$ cat config.mk
export PLATFORM = sky130hd
export DESIGN_NAME = fpu_dispatch_flat
export DESIGN_NICKNAME = d
export VERILOG_FILES = /design/src/rtl/fpu_pkg.sv /design/src/rtl/fpu_dispatch_if.sv /design/src/rtl/fpu_cmd_fifo.sv /design/src/rtl/fpu_dispatch.sv /design/src/flat_wrapper.sv
export SDC_FILE = /design/constraint.sdc
export NUM_CORES = 1
export LEC_CHECK = 0
export ABC_AREA = 1
export CORE_MARGIN = 4
export CORE_UTILIZATION = 55
export CTS_BUF_LIST = sky130_fd_sc_hd__clkbuf_16
export CTS_CLUSTER_DIAMETER = 150
export DETAILED_ROUTE_END_ITERATION = 8
export PLACE_DENSITY = 0.89
export SYNTH_ARGS = -nofsm -noshare
export SYNTH_HDL_FRONTEND = slang
export SYNTH_HIERARCHICAL = 1
export SYNTH_SLANG_ARGS = --single-unit
$ cat constraint.sdc
create_clock -name clk -period 5.9 [get_ports clk]
set_input_delay 1.18 -clock clk [delete_from_list [all_inputs] [get_ports clk]]
set_output_delay 1.18 -clock clk [all_outputs]
set_load 0.05 [all_outputs]
$ cat src/rtl/fpu_pkg.sv
// Shared types and op codes for the FP command dispatcher.
package fpu_pkg;

    localparam logic [2:0] OP_ADD = 3'b000;
    localparam logic [2:0] OP_SUB = 3'b001;
    localparam logic [2:0] OP_MUL = 3'b010;
    localparam logic [2:0] OP_SIN = 3'b011;
    localparam logic [2:0] OP_COS = 3'b100;

    typedef struct packed {
        logic [31:0] op1;
        logic [31:0] op2;
        logic [2:0]  op_sel;
    } fpu_cmd_t;

    typedef enum logic [1:0] {
        StIdle,
        StIssue,
        StWait,
        StDone
    } fpu_state_e;

    // Codes above OP_COS have no wrapper operation behind them.
    function automatic logic op_legal(input logic [2:0] op_sel);
        return (op_sel <= OP_COS);
    endfunction

endpackage

$ cat src/rtl/fpu_dispatch_if.sv
// Command, wrapper and result signals of the dispatcher; master is the environment side.
interface fpu_dispatch_if;

    logic        cmd_valid;
    logic        cmd_ready;
    logic [31:0] cmd_op1;
    logic [31:0] cmd_op2;
    logic [2:0]  cmd_op_sel;

    logic [31:0] fpu_op1;
    logic [31:0] fpu_op2;
    logic [2:0]  fpu_op_sel;
    logic        fpu_op_strobe;
    logic [31:0] fpu_result;
    logic        fpu_done;
    logic        fpu_overflow;

    logic        res_valid;
    logic        res_ready;
    logic [31:0] res_data;
    logic        res_overflow;
    logic        res_err;
    logic        busy;

    modport master (
        output cmd_valid, cmd_op1, cmd_op2, cmd_op_sel,
        output fpu_result, fpu_done, fpu_overflow, res_ready,
        input  cmd_ready, fpu_op1, fpu_op2, fpu_op_sel, fpu_op_strobe,
        input  res_valid, res_data, res_overflow, res_err, busy
    );

    modport slave (
        input  cmd_valid, cmd_op1, cmd_op2, cmd_op_sel,
        input  fpu_result, fpu_done, fpu_overflow, res_ready,
        output cmd_ready, fpu_op1, fpu_op2, fpu_op_sel, fpu_op_strobe,
        output res_valid, res_data, res_overflow, res_err, busy
    );

endinterface

$ cat src/rtl/fpu_cmd_fifo.sv
// Small command FIFO; pointers wrap naturally, count carries one extra bit for full.
module fpu_cmd_fifo
    import fpu_pkg::*;
#(
    parameter int unsigned DEPTH = 4
) (
    input  logic                     clk,
    input  logic                     rst,
    input  logic                     push,
    input  fpu_cmd_t                 wdata,
    input  logic                     pop,
    output fpu_cmd_t                 rdata,
    output logic                     full,
    output logic                     empty,
    output logic [$clog2(DEPTH):0]   count
);

    localparam int unsigned PtrW = $clog2(DEPTH);

    fpu_cmd_t             mem_q [DEPTH];
    logic [PtrW-1:0]      wr_ptr_q;
    logic [PtrW-1:0]      rd_ptr_q;
    logic [PtrW:0]        count_q;
    logic                 push_ok;
    logic                 pop_ok;

    assign full    = (count_q == (PtrW + 1)'(DEPTH));
    assign empty   = (count_q == '0);
    assign count   = count_q;
    assign rdata   = mem_q[rd_ptr_q];
    assign push_ok = push & ~full;
    assign pop_ok  = pop & ~empty;

    // Pointer and occupancy bookkeeping; simultaneous push and pop leave count unchanged.
    always_ff @(posedge clk or posedge rst) begin
        if (rst) begin
            wr_ptr_q <= '0;
            rd_ptr_q <= '0;
            count_q  <= '0;
        end else begin
            if (push_ok) wr_ptr_q <= wr_ptr_q + 1'b1;
            if (pop_ok)  rd_ptr_q <= rd_ptr_q + 1'b1;
            unique case ({push_ok, pop_ok})
                2'b10:   count_q <= count_q + 1'b1;
                2'b01:   count_q <= count_q - 1'b1;
                default: count_q <= count_q;
            endcase
        end
    end

    // Storage needs no reset: entries are only read once counted as valid.
    always_ff @(posedge clk) begin
        if (push_ok) mem_q[wr_ptr_q] <= wdata;
    end

endmodule

$ cat src/rtl/fpu_dispatch.sv
// Issues queued FP commands one at a time and returns a handshaked result.
module fpu_dispatch
    import fpu_pkg::*;
#(
    parameter int unsigned DEPTH    = 4,
    parameter int unsigned TIMEOUT  = 64,
    parameter int unsigned MIN_WAIT = 2
) (
    input logic            clk,
    input logic            rst,
    fpu_dispatch_if.slave  bus
);

    localparam int unsigned CntW = $clog2(TIMEOUT + 1);

    fpu_state_e            state_q, state_d;
    logic [CntW-1:0]       wait_cnt_q, wait_cnt_d;
    fpu_cmd_t              cmd_q, cmd_d;
    logic [31:0]           res_data_q, res_data_d;
    logic                  res_ovf_q, res_ovf_d;
    logic                  res_err_q, res_err_d;

    fpu_cmd_t              head;
    logic                  fifo_full;
    logic                  fifo_empty;
    logic [$clog2(DEPTH):0] fifo_count;
    logic                  push;
    logic                  pop;

    assign push = bus.cmd_valid & ~fifo_full;

    fpu_cmd_fifo #(
        .DEPTH (DEPTH)
    ) u_fifo (
        .clk   (clk),
        .rst   (rst),
        .push  (push),
        .wdata ({bus.cmd_op1, bus.cmd_op2, bus.cmd_op_sel}),
        .pop   (pop),
        .rdata (head),
        .full  (fifo_full),
        .empty (fifo_empty),
        .count (fifo_count)
    );

    // Next-state, pop and result capture for the single in-flight op.
    always_comb begin
        state_d    = state_q;
        wait_cnt_d = wait_cnt_q;
        cmd_d      = cmd_q;
        res_data_d = res_data_q;
        res_ovf_d  = res_ovf_q;
        res_err_d  = res_err_q;
        pop        = 1'b0;
        unique case (state_q)
            StIdle: begin
                // res_valid is only set in StDone, so an idle pop never overwrites a result.
                if (!fifo_empty) begin
                    pop   = 1'b1;
                    cmd_d = head;
                    if (op_legal(head.op_sel)) begin
                        state_d = StIssue;
                    end else begin
                        res_data_d = '0;
                        res_ovf_d  = 1'b0;
                        res_err_d  = 1'b1;
                        state_d    = StDone;
                    end
                end
            end
            StIssue: begin
                wait_cnt_d = '0;
                state_d    = StWait;
            end
            StWait: begin
                wait_cnt_d = wait_cnt_q + 1'b1;
                // Early cycles are masked so a done level left over from the last op is ignored.
                if (wait_cnt_q >= CntW'(MIN_WAIT) && bus.fpu_done) begin
                    res_data_d = bus.fpu_result;
                    res_ovf_d  = bus.fpu_overflow;
                    res_err_d  = 1'b0;
                    state_d    = StDone;
                end else if (wait_cnt_q == CntW'(TIMEOUT - 1)) begin
                    res_data_d = '0;
                    res_ovf_d  = 1'b0;
                    res_err_d  = 1'b1;
                    state_d    = StDone;
                end
            end
            StDone: begin
                if (bus.res_ready) state_d = StIdle;
            end
            default: state_d = StIdle;
        endcase
    end

    // State, timer, held operands and result register.
    always_ff @(posedge clk or posedge rst) begin
        if (rst) begin
            state_q    <= StIdle;
            wait_cnt_q <= '0;
            cmd_q      <= '0;
            res_data_q <= '0;
            res_ovf_q  <= 1'b0;
            res_err_q  <= 1'b0;
        end else begin
            state_q    <= state_d;
            wait_cnt_q <= wait_cnt_d;
            cmd_q      <= cmd_d;
            res_data_q <= res_data_d;
            res_ovf_q  <= res_ovf_d;
            res_err_q  <= res_err_d;
        end
    end

    assign bus.cmd_ready     = ~fifo_full;
    assign bus.fpu_op1       = cmd_q.op1;
    assign bus.fpu_op2       = cmd_q.op2;
    assign bus.fpu_op_sel    = cmd_q.op_sel;
    assign bus.fpu_op_strobe = (state_q == StIssue);
    assign bus.res_valid     = (state_q == StDone);
    assign bus.res_data      = res_data_q;
    assign bus.res_overflow  = res_ovf_q;
    assign bus.res_err       = res_err_q;
    assign bus.busy          = (fifo_count != '0) || (state_q != StIdle);

endmodule

$ cat src/flat_wrapper.sv
// flat-port wrapper written by rule: the top's interface ports become plain ports
module fpu_dispatch_flat import fpu_pkg::*;
#(
    parameter int unsigned DEPTH    = 4,
    parameter int unsigned TIMEOUT  = 64,
    parameter int unsigned MIN_WAIT = 2
)
  (clk, rst, bus_cmd_valid, bus_cmd_op1, bus_cmd_op2, bus_cmd_op_sel, bus_fpu_result, bus_fpu_done, bus_fpu_overflow, bus_res_ready, bus_cmd_ready, bus_fpu_op1, bus_fpu_op2, bus_fpu_op_sel, bus_fpu_op_strobe, bus_res_valid, bus_res_data, bus_res_overflow, bus_res_err, bus_busy);
  fpu_dispatch_if bus_i ();
  input logic clk;
  input logic rst;
  input wire logic [$bits(bus_i.cmd_valid)-1:0] bus_cmd_valid;
  input wire logic [$bits(bus_i.cmd_op1)-1:0] bus_cmd_op1;
  input wire logic [$bits(bus_i.cmd_op2)-1:0] bus_cmd_op2;
  input wire logic [$bits(bus_i.cmd_op_sel)-1:0] bus_cmd_op_sel;
  input wire logic [$bits(bus_i.fpu_result)-1:0] bus_fpu_result;
  input wire logic [$bits(bus_i.fpu_done)-1:0] bus_fpu_done;
  input wire logic [$bits(bus_i.fpu_overflow)-1:0] bus_fpu_overflow;
  input wire logic [$bits(bus_i.res_ready)-1:0] bus_res_ready;
  output wire logic [$bits(bus_i.cmd_ready)-1:0] bus_cmd_ready;
  output wire logic [$bits(bus_i.fpu_op1)-1:0] bus_fpu_op1;
  output wire logic [$bits(bus_i.fpu_op2)-1:0] bus_fpu_op2;
  output wire logic [$bits(bus_i.fpu_op_sel)-1:0] bus_fpu_op_sel;
  output wire logic [$bits(bus_i.fpu_op_strobe)-1:0] bus_fpu_op_strobe;
  output wire logic [$bits(bus_i.res_valid)-1:0] bus_res_valid;
  output wire logic [$bits(bus_i.res_data)-1:0] bus_res_data;
  output wire logic [$bits(bus_i.res_overflow)-1:0] bus_res_overflow;
  output wire logic [$bits(bus_i.res_err)-1:0] bus_res_err;
  output wire logic [$bits(bus_i.busy)-1:0] bus_busy;
  assign bus_i.cmd_valid = bus_cmd_valid;
  assign bus_i.cmd_op1 = bus_cmd_op1;
  assign bus_i.cmd_op2 = bus_cmd_op2;
  assign bus_i.cmd_op_sel = bus_cmd_op_sel;
  assign bus_i.fpu_result = bus_fpu_result;
  assign bus_i.fpu_done = bus_fpu_done;
  assign bus_i.fpu_overflow = bus_fpu_overflow;
  assign bus_i.res_ready = bus_res_ready;
  assign bus_cmd_ready = bus_i.cmd_ready;
  assign bus_fpu_op1 = bus_i.fpu_op1;
  assign bus_fpu_op2 = bus_i.fpu_op2;
  assign bus_fpu_op_sel = bus_i.fpu_op_sel;
  assign bus_fpu_op_strobe = bus_i.fpu_op_strobe;
  assign bus_res_valid = bus_i.res_valid;
  assign bus_res_data = bus_i.res_data;
  assign bus_res_overflow = bus_i.res_overflow;
  assign bus_res_err = bus_i.res_err;
  assign bus_busy = bus_i.busy;
  fpu_dispatch #(.DEPTH(DEPTH), .TIMEOUT(TIMEOUT), .MIN_WAIT(MIN_WAIT)) u_core (.clk(clk), .rst(rst), .bus(bus_i));
endmodule
* Yosys cells after proc, flatten, opt, wreduce, memory -nomap -nowiden
Memories as Yosys holds them, arrays and structs flattened.
Cells that the tools add are included.
** Word-level totals
- Register bits :: 117
- Bits in latches :: 0
- Memory bits (writable) :: 268
- ROM bits :: 0
- Bits of input ports :: 105
- Output and inout port bits :: 105
- Word-level logic and storage cells :: 74
- Memories kept :: 1
** Cells by class
- Add/subtract/negate cells :: 5
- $mul :: 0
- Div/mod/pow operators :: 0
- Magnitude comparators :: 2
- Equality and inequality tests :: 11
- Shifts and indexed selects :: 0
- Multiplexer cells :: 27
- Bitwise logic cells :: 5
- Reductions and logical operators :: 12
** Memory list
- u_core.u_fifo.mem_q :: words 4, bits a word 67, rd ports 1, clocked after memory_dff 0, wr ports 1, line fpu_cmd_fifo.sv:20 : fpu_cmd_t mem_q [DEPTH];
** Operators by type and width (number)
- $mux W32 :: 4
- $pmux W32 S2 :: 1
- $pmux W7 S2 :: 1
- $mux W1 :: 12
- $mux W2 :: 5
- $pmux W2 S4 :: 1
- $reduce_bool A2 Y1 :: 4
- $add A7 B1 Y7 const B :: 1
- $eq A7 B6 Y1 const B :: 1
- $ge A7 B2 Y1 const B :: 1
- $eq A2 B2 Y1 const B :: 3
- $ne A2 B2 Y1 const B :: 3
- $pmux W3 S2 :: 1
- $add A2 B1 Y2 const B :: 2
- $eq A2 B1 Y1 const B :: 2
- $pmux W1 S2 :: 2
- $reduce_and A4 Y1 :: 1
- $add A3 B1 Y3 const B :: 1
- $and A1 B1 Y1 :: 3
- $eq A3 B3 Y1 const B :: 1
- $le A3 B3 Y1 const B :: 1
- $logic_not A3 Y1 :: 1
- $ne A3 B1 Y1 const B :: 1
- $reduce_and A3 Y1 :: 1
- other kinds (7) :: 8

* Longest topological paths before layout
Gate-level depths: netlist of run 1.
- Depth after elaboration :: 6
- Mapped depth :: 15
- Gate-level depth less buffers :: 14

* By module
The synthesis of run 1 kept the hierarchy.
** Modules (own cells, without submodules)
- fpu_cmd_fifo :: times used 1, cells an instance 844, area each 11011.8 µm², seq. area each 8222.9 µm²
- fpu_dispatch :: times used 1, cells an instance 588, area each 4859.7 µm², seq. area each 2752.6 µm²

* Worst setup path before layout of run 1
OpenSTA, ideal clock, no wires.
- Kind :: input to register
- Start :: input port bus_cmd_valid
- End :: memory u_core/u_fifo/mem_q[0][0] (netlist bit) (enable)
- Library setup time :: 493 ps
- Arrival time :: 4324 ps
- Data required time :: 5407 ps
- Setup slack :: 1083 ps
- Stages :: 4
- Path buffers :: 0
- Path through :: inv_1 nor2_1 nand2_1 nor2_1
** Between the ends
- Word-level cells in the longest chain between the ends :: 4
** Ends and longest elaborated chain
- start, declared :: line flat_wrapper.sv:12 : input wire logic [$bits(bus_i.cmd_valid)-1:0] bus_cmd_valid;
- $and A1 B1 Y1 :: line fpu_dispatch.sv:30 : assign push = bus.cmd_valid & ~fifo_full;
- named net u_core.push :: line fpu_dispatch.sv:27 : logic push;
- $and A1 B1 Y1 :: line fpu_cmd_fifo.sv:31 : assign push_ok = push & ~full;
- $mux W1 :: line fpu_cmd_fifo.sv:53 : if (push_ok) mem_q[wr_ptr_q] <= wdata;
- $mux W1 (not written as such) :: line fpu_cmd_fifo.sv:53
- end, declared :: line fpu_cmd_fifo.sv:20
The timed path passes the listed nets, and every way through them passes these cells.

* Worst setup path after layout of run 1
- Start :: input port bus_cmd_valid
- End :: memory u_core/u_fifo/mem_q[2][25] (netlist bit) (enable)
Same word-level chain as after synthesis.

==> summary.md, run 1 <==
| Metric | Value |
|---|---|
| Pin count of the biggest net entering global routing | 168 |
| Hold WS | 0.468 ns |
| CTS root buf | clkbuf_16 |
| FF-to-FF End | u_core/bus.res_data[30] |
| Clk_skew | 0.0234 ns |
| Setup crit start kind | primary input |
| Hold Vio Cnt, Final | 0 |
| Most used DFF post-synth | edfxtp_1 |
| Status | finished clean |
| Crit path arrival time | 3.67 ns |
| #FFs+latches synth | 385 |
| First-pass GRT wire length | 55.8 mm |
| Crit path kind | primary input to flop |
| Mapped Cells | 1,432 |
| DRT antenna net count | 0 |
| PostCTS Resize Cnt | 0 |
| Synth cell types | 33 |
| Die ar. | 0.0316 sq mm |
| Via count | 10,840 |
| Post-DP HPWL | 22.2 mm |
| Post-CTS setup buffer count | 0 |
| Hold Path End | u_core/bus.fpu_op1[17] |
| Hold depth | 2 |
| FF-to-FF Start | u_core/u_fifo/rd_ptr_q[1] |
| # nets final | 1,741 |
| Met3 wire length | 3.00 mm |
| Worst Reg-to-Reg Cells | 10 |
| Routed WL per cell | 17.5 microns |
| Initial antenna violation count | 3 |
| Sinks on Clock Net | 385 |
| Placed Cells incl. Taps | 1,960 |
| Wire length on met2 | 18.3 mm |
| Mean post-synth cell area | 11.1 sq um |
| Hold Crit Class | flop to flop |
| Slew at the pin closest to its max-slew limit | 1.22 ns |
| Met1 wire length | 13.4 mm |
| Non-Filler Instances | 2,030 |
| IO Port Bufs | 209 |
| Sequential cell area fraction in the yosys report | 69.2% |
| Setup TNS | 0 ns |
| Data required, critical path | 6.08 ns |
| Most common library cells after synthesis | nand2_1 (504), edfxtp_1 (268), inv_1 (202), o211ai_1 (134), dfrtp_1 (117) |
| RSZ-0062 raised after global routing | false |
| Total Wirelength | 35.5 mm |
| Crit. End Element | flop |
| Fin crit period | 3.48 ns |
| Num rows | 61 |
| Net Count, Synth | 1,550 |
| CTS Buf Count | 39 |
| DRC Markers | 0 |
| Layout cells sized above 1 | 5.27% |
| Most common cell in the netlist | nand2_1 |
| Design Area, Final | 0.0194 sq mm |
| Top sig layer | met5 |
| Worst-Skew Late Latency | 0.52 ns |
| Top cells by area, synth | edfxtp_1 (51%), dfrtp_1 (18%), nand2_1 (12%), o211ai_1 (6.3%), inv_1 (4.8%) |
| CTS Hold Buffers Added | 0 |
| Post-DP Area | 0.0181 sq mm |
| Syn Std Cell Area | 0.0159 sq mm |
| Yosys top cell by area | edfxtp_1 |
| CP max FO | 36 |
| FMAX | 287 MHz |
| Number of synthesized flops with an enable pin | 268 |
| Static leakage | 8.45 nW |
| FF-to-FF setup slack | 2.66 ns |
| CTS tree | built |
| Share of flip-flops with an asynchronous set or reset | 30.4% |
| Power Dens Cells | 547 mW/mm^2 |
| CTS HTree Levels | 2 |
| Slew HR | 18.7% |
| Clock slew at reported path FFs | 0.06 ns |
| Max-slew violations | 0 |
| Die Wd | 178 microns |
| Area growth, synth to finish | 22.3% |
| Vias in the first global route | 11,229 |
| DR pass1 iterations | 5 |
| Ys Warns | 6 |
| Vias per cell | 5.34 |
| All-Layer GR Usage | 22.1% |
| Area share of the largest cell type after synthesis | 50.7% |
| Max-cap violations | 0 |
| Core area | 0.0281 sq mm |
| GRT overflow | 0 |
| Finished Core Util | 69.1% |
| Fin crit share | 59.0% |
| Clock buffer depth | 3 |
| Hold Crit Start | u_core/bus.fpu_op1[17] |
| Num ports | 210 |
| IR drop worst, VDD | 0.424 mV |
| Initial DRC count | 983 |
| Initial Util | 56.5% |
| Final setup violating endpoints | 0 |
| Die height | 178 microns |
| Final Wtd Congestion | 0.809 |
## per-stage QoR
step	worst slack, ns	power (mW)
2_1_floorplan	1.08	7.02
3_3_place_gp	1.99	8.00
3_5_place_dp	1.89	8.17
4_1_cts	2.42	10.7
5_1_grt	2.24	11.2
6_report	2.42	10.6
## report_power, final
part / total [mW] / internal [mW] / switching, mW
Combinational: 4.27 / 1.22 / 3.05
Sequential: 3.89 / 3.62 / 0.266
Clock: 2.45 / 1.47 / 0.984
Total: 10.6 / 6.31 / 4.30
## final cells by class
cell class                 count  area [sq um]
antenna                        2          5.00
clock buffer                  39           976
clock inverter                29           300
fill                        1870          8670
inverter                     206           783
multi-input combinational    771          3720
sequential                   385         11000
tap                          378           473
timing repair buffer         220          2170
## cell usage in the layout (no fill, tap or decap), drive strengths merged, types with 2 or more instances in the layout
master / n
clkbuf: 39
clkdlybuf4s50: 209
nor2: 47
o21ai: 5
dfrtp: 117
clkinv: 11
nand2: 506
edfxtp: 268
bufinv: 6
nor3: 4
nand3: 47
a21oi: 5
buf: 11
clkinvlp: 4
diode: 2
nand4: 4
inv: 214
o22ai: 2
ha: 12
o211ai: 134
## layer usage
metal,vias to the layer above,global-route usage [%]
met5,-,0
met1,5205,26.1
li1,5105,-
met3,73,4.79
met4,2,6.96
met2,455,40.3
## worst max-delay path, cell delays in order
cell             delay [ns]
clkdlybuf4s50_1        0.46
inv_1                  0.06
nor2_1                 0.17
nand2_1                0.30
nor2_4                 1.01
buf_4                  0.46
## state kept, by name, indices dropped and copies added (netlist names)
| name | count |
|---|---|
| u_core/bus.fpu_op_sel | 3 |
| u_core/u_fifo/wr_ptr_q | 2 |
| u_core/bus.res_err | 1 |
| u_core/bus.res_data | 32 |
| u_core/bus.fpu_op2 | 32 |
| u_core/bus.res_overflow | 1 |
| u_core/wait_cnt_q | 7 |
| u_core/u_fifo/mem_q | 268 |
| u_core/state_q | 2 |
| u_core/u_fifo/count | 3 |
| u_core/bus.fpu_op1 | 32 |
| u_core/u_fifo/rd_ptr_q | 2 |
## how the worst max path moves through the flow
stage / startpoint / slack, ns / cells after the start / end
floorplan: bus_cmd_valid / 1.08 / 4 / u_core/u_fifo/mem_q[0][0]
global placement: bus_cmd_valid / 1.99 / 6 / u_core/u_fifo/mem_q[2][28]
detailed placement: bus_cmd_valid / 1.89 / 6 / u_core/u_fifo/mem_q[2][20]
CTS: bus_cmd_valid / 2.42 / 6 / u_core/u_fifo/mem_q[2][22]
global route: bus_cmd_valid / 2.24 / 6 / u_core/u_fifo/mem_q[2][25]
finish: bus_cmd_valid / 2.42 / 6 / u_core/u_fifo/mem_q[2][25]
## logic make-up after synthesis
logic type               Yosys count  synth area share, %
AO/OA/AOI/OAI                    148                 6.99
XOR/XNOR                           1               0.0552
adder cells (fa/ha/maj)           13                 1.07
buffers and inverters            276                 7.60
flip-flops                       385                 69.2
AND/OR/NAND/NOR                  609                 15.1
No activity file was read; power rests on OpenSTA's default activity.
==> inputs of run 2 (changes only) <==
- CORE_UTILIZATION: 55 -> 50
- PLACE_DENSITY: 0.89 -> 0.85
- clock period: 5.9 -> 3.2 ns (I/O delays scaled with it)
==> run 2 against run 1 <==
Net effect: die area rose by 9.5%; power is 86% higher; largest cell class unchanged; sequential power rose by 85%; sequential share of layout area shrank 0.55 points; setup slack got worse by 2.1 ns.
==> summary.md, run 2 (synthesis results as in run 1) <==
| Metric | Value |
|---|---|
| Initial DRC count | 871 (-11%) |
| Crit. End Element | primary output |
| Data required, critical path | 2.56 ns (-3.52 ns) |
| RSZ-0062 raised after global routing | false |
| Clock buffer depth | 3 (unchanged) |
| DRT antenna net count | 0 (unchanged) |
| All-Layer GR Usage | 20.2% (-1.9 points) |
| Initial Util | 51.2% (-5.3 points) |
| Area growth, synth to finish | 23.6% |
| Routed WL per cell | 17.2 microns (-1.8%) |
| Worst Reg-to-Reg Cells | 9 (-1) |
| Static leakage | 8.54 nW (+1.1%) |
| PostCTS Resize Cnt | 0 (unchanged) |
| CP max FO | 4 (-89%) |
| Status | finished clean |
| Vias per cell | 5.21 (-2.5%) |
| CTS HTree Levels | 2 (unchanged) |
| Core area | 0.0310 sq mm (+10%) |
| Post-CTS setup buffer count | 0 (unchanged) |
| Clk_skew | 0.0127 ns (-0.0107 ns) |
| Slew at the pin closest to its max-slew limit | 1.04 ns (-0.175 ns) |
| Initial antenna violation count | 3 (unchanged) |
| CTS Buf Count | 40 (+2.6%) |
| Hold WS | 0.439 ns (-0.0283 ns) |
| Die ar. | 0.0347 sq mm (+9.5%) |
| Slew HR | 30.5% (+12 points) |
| Crit path arrival time | 2.23 ns (-1.44 ns) |
| # fillers | 2,177 (+16%) |
| Die Wd | 186 microns (+4.7%) |
| Final Wtd Congestion | 0.821 (+1.4%) |
| Via count | 10,731 (-1.0%) |
| Crit path kind | flop to primary output |
| Pin count of the biggest net entering global routing | 106 (-37%) |
| DR pass1 iterations | 5 (unchanged) |
| CTS Hold Buffers Added | 0 (unchanged) |
| Total Wirelength | 35.4 mm (-0.31%) |
| DRC Markers | 0 (unchanged) |
| CTS tree | built |
| Non-Filler Instances | 2,061 (+1.5%) |
| FF-to-FF setup slack | 0.62 ns (-2.04 ns) |
| Max FFs per register | 268 (unchanged) |
| Worst-Skew Late Latency | 0.53 ns (about the same) |
| Power Dens Cells | 1010 mW/mm^2 (+84%) |
| FF-to-FF End | u_core/bus.res_data[9] |
| CTS root buf | clkbuf_16 |
| Setup crit start kind | flop |
| GRT overflow | 0 (unchanged) |
| FMAX | 348 MHz |
| Max-cap violations | 0 (unchanged) |
| Fin crit share | 89.8% |
| Num rows | 64 (+4.9%) |
| Sinks on Clock Net | 385 (unchanged) |
| Vias in the first global route | 11,016 (-1.9%) |
| Commonest non-fill, non-tap cell in the layout | nand2_1 |
| Post-DP Area | 0.0183 sq mm (+0.89%) |
| FF-to-FF Start | u_core/u_fifo/rd_ptr_q[1] |
| Hold Crit Class | primary input to async pin |
| Clock slew at reported path FFs | 0.06 ns (about the same) |
| Fin crit period | 2.87 ns |
| # nets final | 1,750 (+0.52%) |
| Hold Vio Cnt, Final | 0 (unchanged) |
| Layout cells sized above 1 | 5.95% (+0.68 points) |
| Post-DP HPWL | 21.8 mm (-1.9%) |
| Reg with most FFs | u_core/u_fifo/mem_q |
| Max-slew violations | 0 (unchanged) |
| IO Port Bufs | 209 (unchanged) |
| Design Area, Final | 0.0196 sq mm (+1.0%) |
| Commonest non-fill, non-tap cells in the layout | nand2_1 (504), edfxtp_1 (268), inv_1 (210), clkdlybuf4s50_1 (209), o211ai_1 (134) |
| IR drop worst, VDD | 0.618 mV (+46%) |
| Die height | 186 microns (+4.7%) |
| First-pass GRT wire length | 55.9 mm (+0.17%) |
| Final setup violating endpoints | 0 (unchanged) |
| Num ports | 210 (unchanged) |
| Placed Cells incl. Taps | 1,986 (+1.3%) |
-- run 2: worst max path at each step --
| stage | from | to | slack [ns] | cells past startpoint |
|---|---|---|---|---|
| 3_3_place_gp | bus_cmd_valid | u_core/u_fifo/count[2] | 0.49 | 11 |
| 3_5_place_dp | bus_cmd_valid | u_core/u_fifo/count[1] | 0.40 | 8 |
| 2_1_floorplan | bus_cmd_valid | u_core/u_fifo/mem_q[0][0] | -1.08 | 4 |
| 5_1_grt | u_core/state_q[0] | bus_busy | 0.25 | 4 |
| 6_report | u_core/state_q[0] | bus_busy | 0.33 | 4 |
| 4_1_cts | u_core/state_q[0] | bus_busy | 0.30 | 4 |
-- run 2: power by group --
group	leakage (nW)	switching [mW]	internal, mW
clock	0.677	1.85	2.74
sequential	3.95	0.530	6.67
combinational	3.91	5.63	2.33
total	8.54	8.01	11.7
-- run 2: stage by stage --
stage / setup WS [ns] / TNS, ns / utilization (%) / power, mW
6_report: 0.327 / 0 / 63.3 / 19.8
5_1_grt: 0.246 / 0 / 63.3 / 20.9
4_1_cts: 0.303 / 0 / 63.3 / 19.9
3_5_place_dp: 0.404 / 0 / 59.0 / 15.2
3_3_place_gp: 0.494 / 0 / 59.0 / 14.9
2_1_floorplan: -1.08 / -288.54 / - / 12.9
-- run 2: critical path: stages (launching register included) --
cell and delay, ns:
dfrtp_1 0.40, inv_1 0.10, ha_1 0.24, nand2_1 0.13
clkdlybuf4s50_1 0.84
-- run 2: final cells by class --
cell class	instances	area, sq um	share of cell area [%]
sequential	385	11000	56.0
multi-input combinational	771	3720	19.0
timing repair buffer	228	2310	11.8
clock buffer	41	1030	5.23
inverter	206	785	4.00
tap	396	495	2.53
clock inverter	33	288	1.47
antenna	1	2.50	0.0128
-- run 2: per-layer routing --
metal	global-route usage, %	routed length [microns]
met5	0	31
met4	7.00	978
met3	4.28	2450
met2	35.9	17900
met1	24.7	14000
